`config.mk`:
```
export PLATFORM = sky130hd
export DESIGN_NAME = rptr_level_handler
export DESIGN_NICKNAME = d
export VERILOG_FILES = /design/src/rtl/rptr_level_handler.sv
export SDC_FILE = /design/constraint.sdc
export NUM_CORES = 1
export LEC_CHECK = 0
export CELL_PAD_IN_SITES_DETAIL_PLACEMENT = 0
export CELL_PAD_IN_SITES_GLOBAL_PLACEMENT = 1
export CORE_MARGIN = 2
export CORE_UTILIZATION = 39
export DETAILED_ROUTE_END_ITERATION = 10
export PLACE_DENSITY = 0.89
export SETUP_SLACK_MARGIN = 0.5
export SKIP_CTS_REPAIR_TIMING = 1
export SYNTH_ARGS = -nofsm -noshare
export SYNTH_HDL_FRONTEND = slang
export SYNTH_SLANG_ARGS = --single-unit
```
`constraint.sdc`:
```
create_clock -name rclk -period 7.2 [get_ports rclk]
set_clock_uncertainty 0.15 [all_clocks]
set_input_delay 0.72 -clock rclk [delete_from_list [all_inputs] [get_ports rclk]]
set_output_delay 0.72 -clock rclk [all_outputs]
set_load 0.01 [all_outputs]
```
`src/rtl/rptr_level_handler.sv`:
```
// Read-side pointer controller for the async FIFO: binary/Gray read pointer,
// registered empty/level/almost-empty, sticky underflow and a latency-aligned rvalid.
module rptr_level_handler #(
    parameter int PTR_WIDTH  = 8,
    parameter int RD_LATENCY = 1
) (
    input  logic                 rclk,
    input  logic                 rrst,
    input  logic                 r_en,
    input  logic [PTR_WIDTH:0]   g_wptr_sync,
    input  logic [PTR_WIDTH:0]   ae_thresh,
    input  logic                 clr_uflow,
    output logic [PTR_WIDTH:0]   b_rptr,
    output logic [PTR_WIDTH-1:0] r_addr,
    output logic [PTR_WIDTH:0]   g_rptr,
    output logic                 empty,
    output logic                 almost_empty,
    output logic [PTR_WIDTH:0]   r_level,
    output logic                 rd_fire,
    output logic                 rvalid,
    output logic                 underflow
);
    localparam int PW = PTR_WIDTH + 1;

    logic [PW-1:0] b_next;
    logic [PW-1:0] g_next;
    logic [PW-1:0] w_bin;
    logic [PW-1:0] lvl_next;

    assign rd_fire = r_en & ~empty & ~rrst;
    assign b_next  = b_rptr + {{PTR_WIDTH{1'b0}}, rd_fire};
    assign g_next  = b_next ^ (b_next >> 1);
    assign r_addr  = b_rptr[PTR_WIDTH-1:0];

    // Gray-to-binary: each binary bit is the XOR of all Gray bits at or above it.
    always_comb begin
        w_bin = '0;
        for (int i = 0; i < PW; i++) begin
            w_bin[i] = ^(g_wptr_sync >> i);
        end
    end

    // Level uses the post-edge read pointer so a read and a write landing together
    // are each counted once.
    assign lvl_next = w_bin - b_next;

    always_ff @(posedge rclk) begin
        if (rrst) begin
            b_rptr       <= '0;
            g_rptr       <= '0;
            empty        <= 1'b1;
            almost_empty <= 1'b1;
            r_level      <= '0;
        end else begin
            b_rptr       <= b_next;
            g_rptr       <= g_next;
            empty        <= (g_next == g_wptr_sync);
            almost_empty <= (lvl_next <= ae_thresh);
            r_level      <= lvl_next;
        end
    end

    // Set has priority over clear so a concurrent underflow is never lost.
    always_ff @(posedge rclk) begin
        if (rrst) begin
            underflow <= 1'b0;
        end else if (r_en & empty) begin
            underflow <= 1'b1;
        end else if (clr_uflow) begin
            underflow <= 1'b0;
        end
    end

    generate
        if (RD_LATENCY == 0) begin : g_rv_comb
            assign rvalid = rd_fire;
        end else begin : g_rv_pipe
            logic [RD_LATENCY-1:0] vld_pipe;

            always_ff @(posedge rclk) begin
                if (rrst) begin
                    vld_pipe <= '0;
                end else begin
                    vld_pipe <= (vld_pipe << 1) | RD_LATENCY'(rd_fire);
                end
            end

            assign rvalid = vld_pipe[RD_LATENCY-1];
        end
    endgenerate

endmodule

```
==> run metrics, run 1 <==
Final Setup Violations=0; Seq. cell area=between 600 and 700 sq um; synthesized flop and latch total=30; Simple-Gate Fraction of Synth Area=18.71%; Tcrit/Tclk final=73.22%; routed via count=1,806; DRT iter0 DRCs=68; Root Driver=clkbuf_8; Hold Path Class=register to register; Synth Area in Adders=10.87%; Core ar.=5507 sq um; drt wl/cell=12.68 microns; relative slew slack=59.95%; Synth Area in Compound Gates=11.99%; Gate Count Post-Synth=between 200 and 250; initial antenna violation count=0; max_cap viols=0; CP Capture Type=register; fin cells=368; arrival time at the worst endpoint=between 5 and 6 ns; Yosys warnings=0; Final ANT Viol Nets=0; worst path required time=between 7 and 8 ns; Reg clk slew, reported paths=roughly 0.07 ns; status=complete, no violations; CP Launch Type=input pin; Least-Margin Pin Slew=0.5998 ns; Mapped Area=2233 sq um; Overflow after GRT=0; DR DRC count=0; Most used DFF post-synth=dfxtp_1; layout cell share with drive strength beyond 1=8.446%; via/cell ratio=4.908; share of the synthesized area in the top cell type=between 20% and 30%; pins over their slew limit=0; mux cell area share after synthesis=approximately 3.2%; GRT Util Overall=15.32%; Diodes inserted=0; first-pass GRT wire length=about 7700 microns; vias in the first global route=1,684; worst-path fanout max=12; Bufs on Longest Clock Path=2; Rows=27; DRT Wirelength=4667 microns; multi-input combinational cell area=approximately 1500 sq um; routability congestion estimate=0.7908; DIE AREA=6348 sq um; cell area after layout=2904 sq um; Mapped Avg Cell Area=9.153 sq um; WS Path Type=input pin to register; later-pin clock latency in the skew report=about 0.28 ns; PD cells=around 200 nW/um^2; Placed Cells=361; CTS tree=yes; top cells by area, synth=dfxtp_1 27%, ha_1 9.5%, xnor2_1 9.4%, xor2_1 5.1%, nor2_1 4.4%; DP Area=2825 sq um; Leak=approximately 1.1 nW; largest net degree at the start of global routing=34; H-tree Lvls=2; Detailed Routing Iterations Pass 1=4; Area Growth Syn to Fin=30.03%; number of fill cells in the layout=514; Max Fclk=189.7 MHz; Synthesized Nets=284; IO Count=62; Max IR drop VDD=123.4 uV; final-report hold violation count=0; Die H=79.68 microns; library cells used by synthesis=58; initial core utilization=40.56%; post-synthesis sequential area ratio=26.89%; Final min period=5.272 ns; setup tns final=0 ns; die width=between 70 and 80 microns; PortBufs=approximately 60; clk sinks=30; unrepaired setup endpoints after global routing=false; number of synthesized flops with an enable pin=0; cell taking the most area after synthesis=dfxtp_1; xor-xnor portion of the synthesized cell area=20.62%; TritonCTS Buffers=5; asr flop ratio synth=0%; main combinational cell family by area after synthesis=XOR/XNOR gates; final net count=approximately 340; DP Wirelength=3747 microns
==> final cells by class <==
class                   instances  share of cell area (%)
inverters                      15                   1.939
clock inverters                 2                  0.3447
multi-input cells             182                   50.28
clock buffers                   5                   2.370
flip-flops and latches         30                   20.68
repair buffers                 62                   21.28
well taps                      72                   3.102
==> synthesized netlist by cell type, drive strengths merged, types with 4 or more instances <==
cell and n:
inv 15, o21ai 9, nor2b 10, ha 17, nor2 27, xnor2 25
xor2 16, and2 4, buf 15, nand3 4, a21oi 7, nor3 5
o21a 5, nand2 10, dfxtp 30
==> critical path: stages <==
cell	delay, ns
clkdlybuf4s50_1	0.44
xor3_1	0.79
xnor3_1	0.53
xnor2_1	0.31
xnor2_1	0.11
ha_1	0.24
fa_1	0.43
nor4_1	0.35
nor3_2	0.13
a211oi_2	0.18
a211oi_2	0.09
xnor2_1	0.14
ha_1	0.33
o21a_1	0.13
nor2_1	0.04
a2111o_1	0.36
==> state kept, by name, summed over array words and instances (netlist names) <==
| register | cells |
|---|---|
| b_rptr | 9 |
| almost_empty | 1 |
| r_level | 9 |
| underflow | 1 |
| rvalid | 1 |
| g_rptr | 8 |
| empty | 1 |
==> placed cells by master (no fill, tap or decap), drive strengths merged, types with 2 or more instances in the layout <==
cell type,instances
a211oi,3
dfxtp,30
ha,17
clkbuf,5
clkdlybuf4s50,61
o21ai,9
a21oi,7
nand4,3
or4b,2
mux2,3
nor4,2
xor2,16
nand2,10
xor3,2
and2,4
nor2b,10
or3,2
nor2,27
and3,2
inv,15
clkinv,2
nand2b,2
a221oi,2
o21a,5
nor3,5
xnor2,25
nand3,4
nor3b,2
mux2i,3
==> cells by family after synthesis <==
logic type      after synthesis
compound gates               35
xor+xnor                     44
fa+ha+maj                    19
buf+inv                      32
flops                        30
mux                           6
simple gates                 78
==> metal layers <==
layer | up-vias | track usage (%) | wire length [microns]
met4 | 0 | 5.517 | 61
met3 | 5 | 2.941 | 219
met5 | - | 0 | 0
met1 | 840 | 20.25 | 2196
met2 | 40 | 24.79 | 2189
li1 | 921 | - | -
==> power breakdown <==
group / internal [mW] / switching (mW) / leakage, nW
combinational: 0.140 / 0.128 / 0.859
sequential: 0.183 / 0.00427 / 0.245
clock: 0.0647 / 0.0612 / 0.0438
==> through the flow <==
step                worst slack [ns]  hold slack [ns]  total power [mW]  utilization (%)
floorplan                      2.713           0.3390            0.3784                -
global placement               1.782           0.3077            0.4537            51.31
detailed placement             1.640           0.3168            0.4597            51.31
CTS                            1.920           0.3254            0.5882            52.74
global route                   1.562           0.3580            0.6211            52.74
finish                         1.928           0.3185            0.5810            52.74
==> worst paths after layout <==
| check | endpoint | slack [ns] | startpoint | cells past startpoint |
|---|---|---|---|---|
| worst max-delay path | almost_empty | 1.93 | g_wptr_sync[6] | 16 |
| worst min-delay path | underflow | 0.32 | underflow | 2 |
| worst max register to register | almost_empty | 3.21 | empty | 16 |
| worst min register to register | underflow | 0.32 | underflow | 2 |
Note: power is estimated with default switching activity, not from simulation.
==> run 2: changes to the inputs <==
--- a/config.mk
+++ b/config.mk
@@ -8,9 +8,9 @@
 export CELL_PAD_IN_SITES_DETAIL_PLACEMENT = 0
 export CELL_PAD_IN_SITES_GLOBAL_PLACEMENT = 1
 export CORE_MARGIN = 2
-export CORE_UTILIZATION = 39
+export CORE_UTILIZATION = 32
 export DETAILED_ROUTE_END_ITERATION = 10
-export PLACE_DENSITY = 0.89
+export PLACE_DENSITY = 0.79
 export SETUP_SLACK_MARGIN = 0.5
 export SKIP_CTS_REPAIR_TIMING = 1
 export SYNTH_ARGS = -nofsm -noshare
==> constraint.sdc (replaced) <==
create_clock -name rclk -period 4.31 [get_ports rclk]
set_clock_uncertainty 0.15 [all_clocks]
set_input_delay 0.431 -clock rclk [delete_from_list [all_inputs] [get_ports rclk]]
set_output_delay 0.431 -clock rclk [all_outputs]
set_load 0.01 [all_outputs]
==> run metrics, run 2 (synthesized netlist as in run 1, its figures left out) <==
later-pin clock latency in the skew report=0.28 ns (about the same); initial core utilization=33.06% (-7.5 points); routability congestion estimate=0.8598 (+8.7%); DRT Wirelength=5496 microns (+18%); GRT Util Overall=14.95% (-0.37 points); commonest non-fill, non-tap cell in the layout=clkdlybuf4s50_1; Max Fclk=250.5 MHz; Bufs on Longest Clock Path=2 (unchanged); TritonCTS Buffers=5 (unchanged); most frequent cells in the layout=53 x clkdlybuf4s50_1, 37 x buf_4, 30 x dfxtp_1, 26 x nor2_1, 22 x xnor2_1; Detailed Routing Iterations Pass 1=4 (unchanged); Core ar.=6756 sq um (+23%); DP Wirelength=4511 microns (+20%); Overflow after GRT=0 (unchanged); status=complete, no violations; routed via count=1,947 (+7.8%); IO Count=62 (unchanged); first-pass GRT wire length=8804 microns (+15%); final-report hold violation count=0 (unchanged); via/cell ratio=4.714 (-3.9%); PD cells=366.1 nW/um^2 (+83%); largest net degree at the start of global routing=33 (-2.9%); final net count=372 (+11%); Area Growth Syn to Fin=48.52%; pins over their slew limit=0 (unchanged); Max IR drop VDD=227.4 uV (+84%); arrival time at the worst endpoint=4.01 ns (-1.29 ns); DR DRC count=0 (unchanged); WS Path Type=input pin to register; clk sinks=30 (unchanged); vias in the first global route=1,874 (+11%); Final Setup Violations=0 (unchanged); Leak=1.416 nW (+23%); cell area after layout=3317 sq um (+14%); DP Area=3095 sq um (+9.6%); CTS tree=yes; Reg clk slew, reported paths=0.06 ns (about the same); Final min period=3.993 ns; Fin Hold WS=0.3169 ns (-0.001630 ns); drt wl/cell=13.31 microns (+4.9%); power after layout=1.214 mW (+110%); worst-path fanout max=3 (-9); relative slew slack=68.38% (+8.4 points); DIE AREA=7663 sq um (+21%); H-tree Lvls=2 (unchanged); Least-Margin Pin Slew=0.4623 ns (-0.1374 ns); Tcrit/Tclk final=92.64%; worst path required time=4.33 ns (-2.89 ns); layout cell share with drive strength beyond 1=22.22% (+14 points); unrepaired setup endpoints after global routing=true; max_cap viols=0 (unchanged); DRT iter0 DRCs=82 (+21%); die width=87.54 microns (+9.9%); initial antenna violation count=0 (unchanged); Hold Path Class=register to register; Final ANT Viol Nets=0 (unchanged); reg-to-reg setup timing slack=0.64 ns (-2.57 ns); Die H=87.54 microns (+9.9%); biggest regs=b_rptr: 9 flops, r_level: 9 flops, g_rptr: 8 flops; Rows=30 (+11%); Diodes inserted=0 (unchanged); CP Capture Type=register; PortBufs=61 (unchanged); Root Driver=clkbuf_8; CP Launch Type=input pin
run 2: changes by cell type in the layout (fill, tap and decap cells not counted), moves of 2 or more:
cell / delta
buf_4: +36
bufinv_16: +2
clkdlybuf4s50_1: -8
clkinv_2: -2
dlymetal6s2s_1: +6
ha_1: -3
ha_2: +3
xnor2_1: -2
run 2: final timing paths:
check,depth (start not counted),end,start
worst max register to register,14,almost_empty,empty
worst min register to register,2,underflow,underflow
worst max-delay path,16,almost_empty,g_wptr_sync[7]
worst min-delay path,2,underflow,underflow
run 2: report_power, final:
group	internal, mW	switching (mW)	total, mW	leakage, nW
logic	0.304	0.241	0.545	1.10
registers	0.306	0.00861	0.315	0.245
clock network	0.247	0.109	0.355	0.0714
total	0.856	0.358	1.21	1.42
run 2: worst max-delay path, cell delays in order:
cell and delay [ns]:
buf_6 0.07, xor3_1 0.45, xnor3_2 0.45, xnor2_4 0.17, xnor2_2 0.14, ha_2 0.21
fa_2 0.39, and4b_1 0.32, nor3_4 0.07, a211oi_2 0.23, a211oi_2 0.08, xnor2_1 0.15
ha_1 0.34, nand2_1 0.08, nor3_1 0.05, a2111o_1 0.37
run 2: cell type report:
type                       instances  area, sq um
clock buffer                       6        82.58
clock inverter                     2        60.06
fill                             632         3440
inverter                          15        56.30
multi-input combinational        182         1518
sequential                        30        600.6
tap                               80        100.1
timing repair buffer              98        899.6
run 2: routing by layer:
metal	global-route usage [%]	part of all wire, %	wire length (microns)	vias up
li1	-	-	-	994
met1	19.37	46	2516	903
met2	24.86	49	2699	45
met3	3.016	3.6	197	5
met4	5.035	1.5	82	0
met5	0	0	0	-
run 2: through the flow:
step	std cells	util (%)	setup WS [ns]	setup TNS, ns
3_3_place_gp	400	45.81	-0.2672	-0.2672
4_1_cts	408	47.93	-0.1194	-0.1194
6_report	413	49.09	0.3173	0
5_1_grt	413	49.09	0.1520	0
3_5_place_dp	400	45.81	-0.3890	-0.3890
2_1_floorplan	244	-	0.3315	0
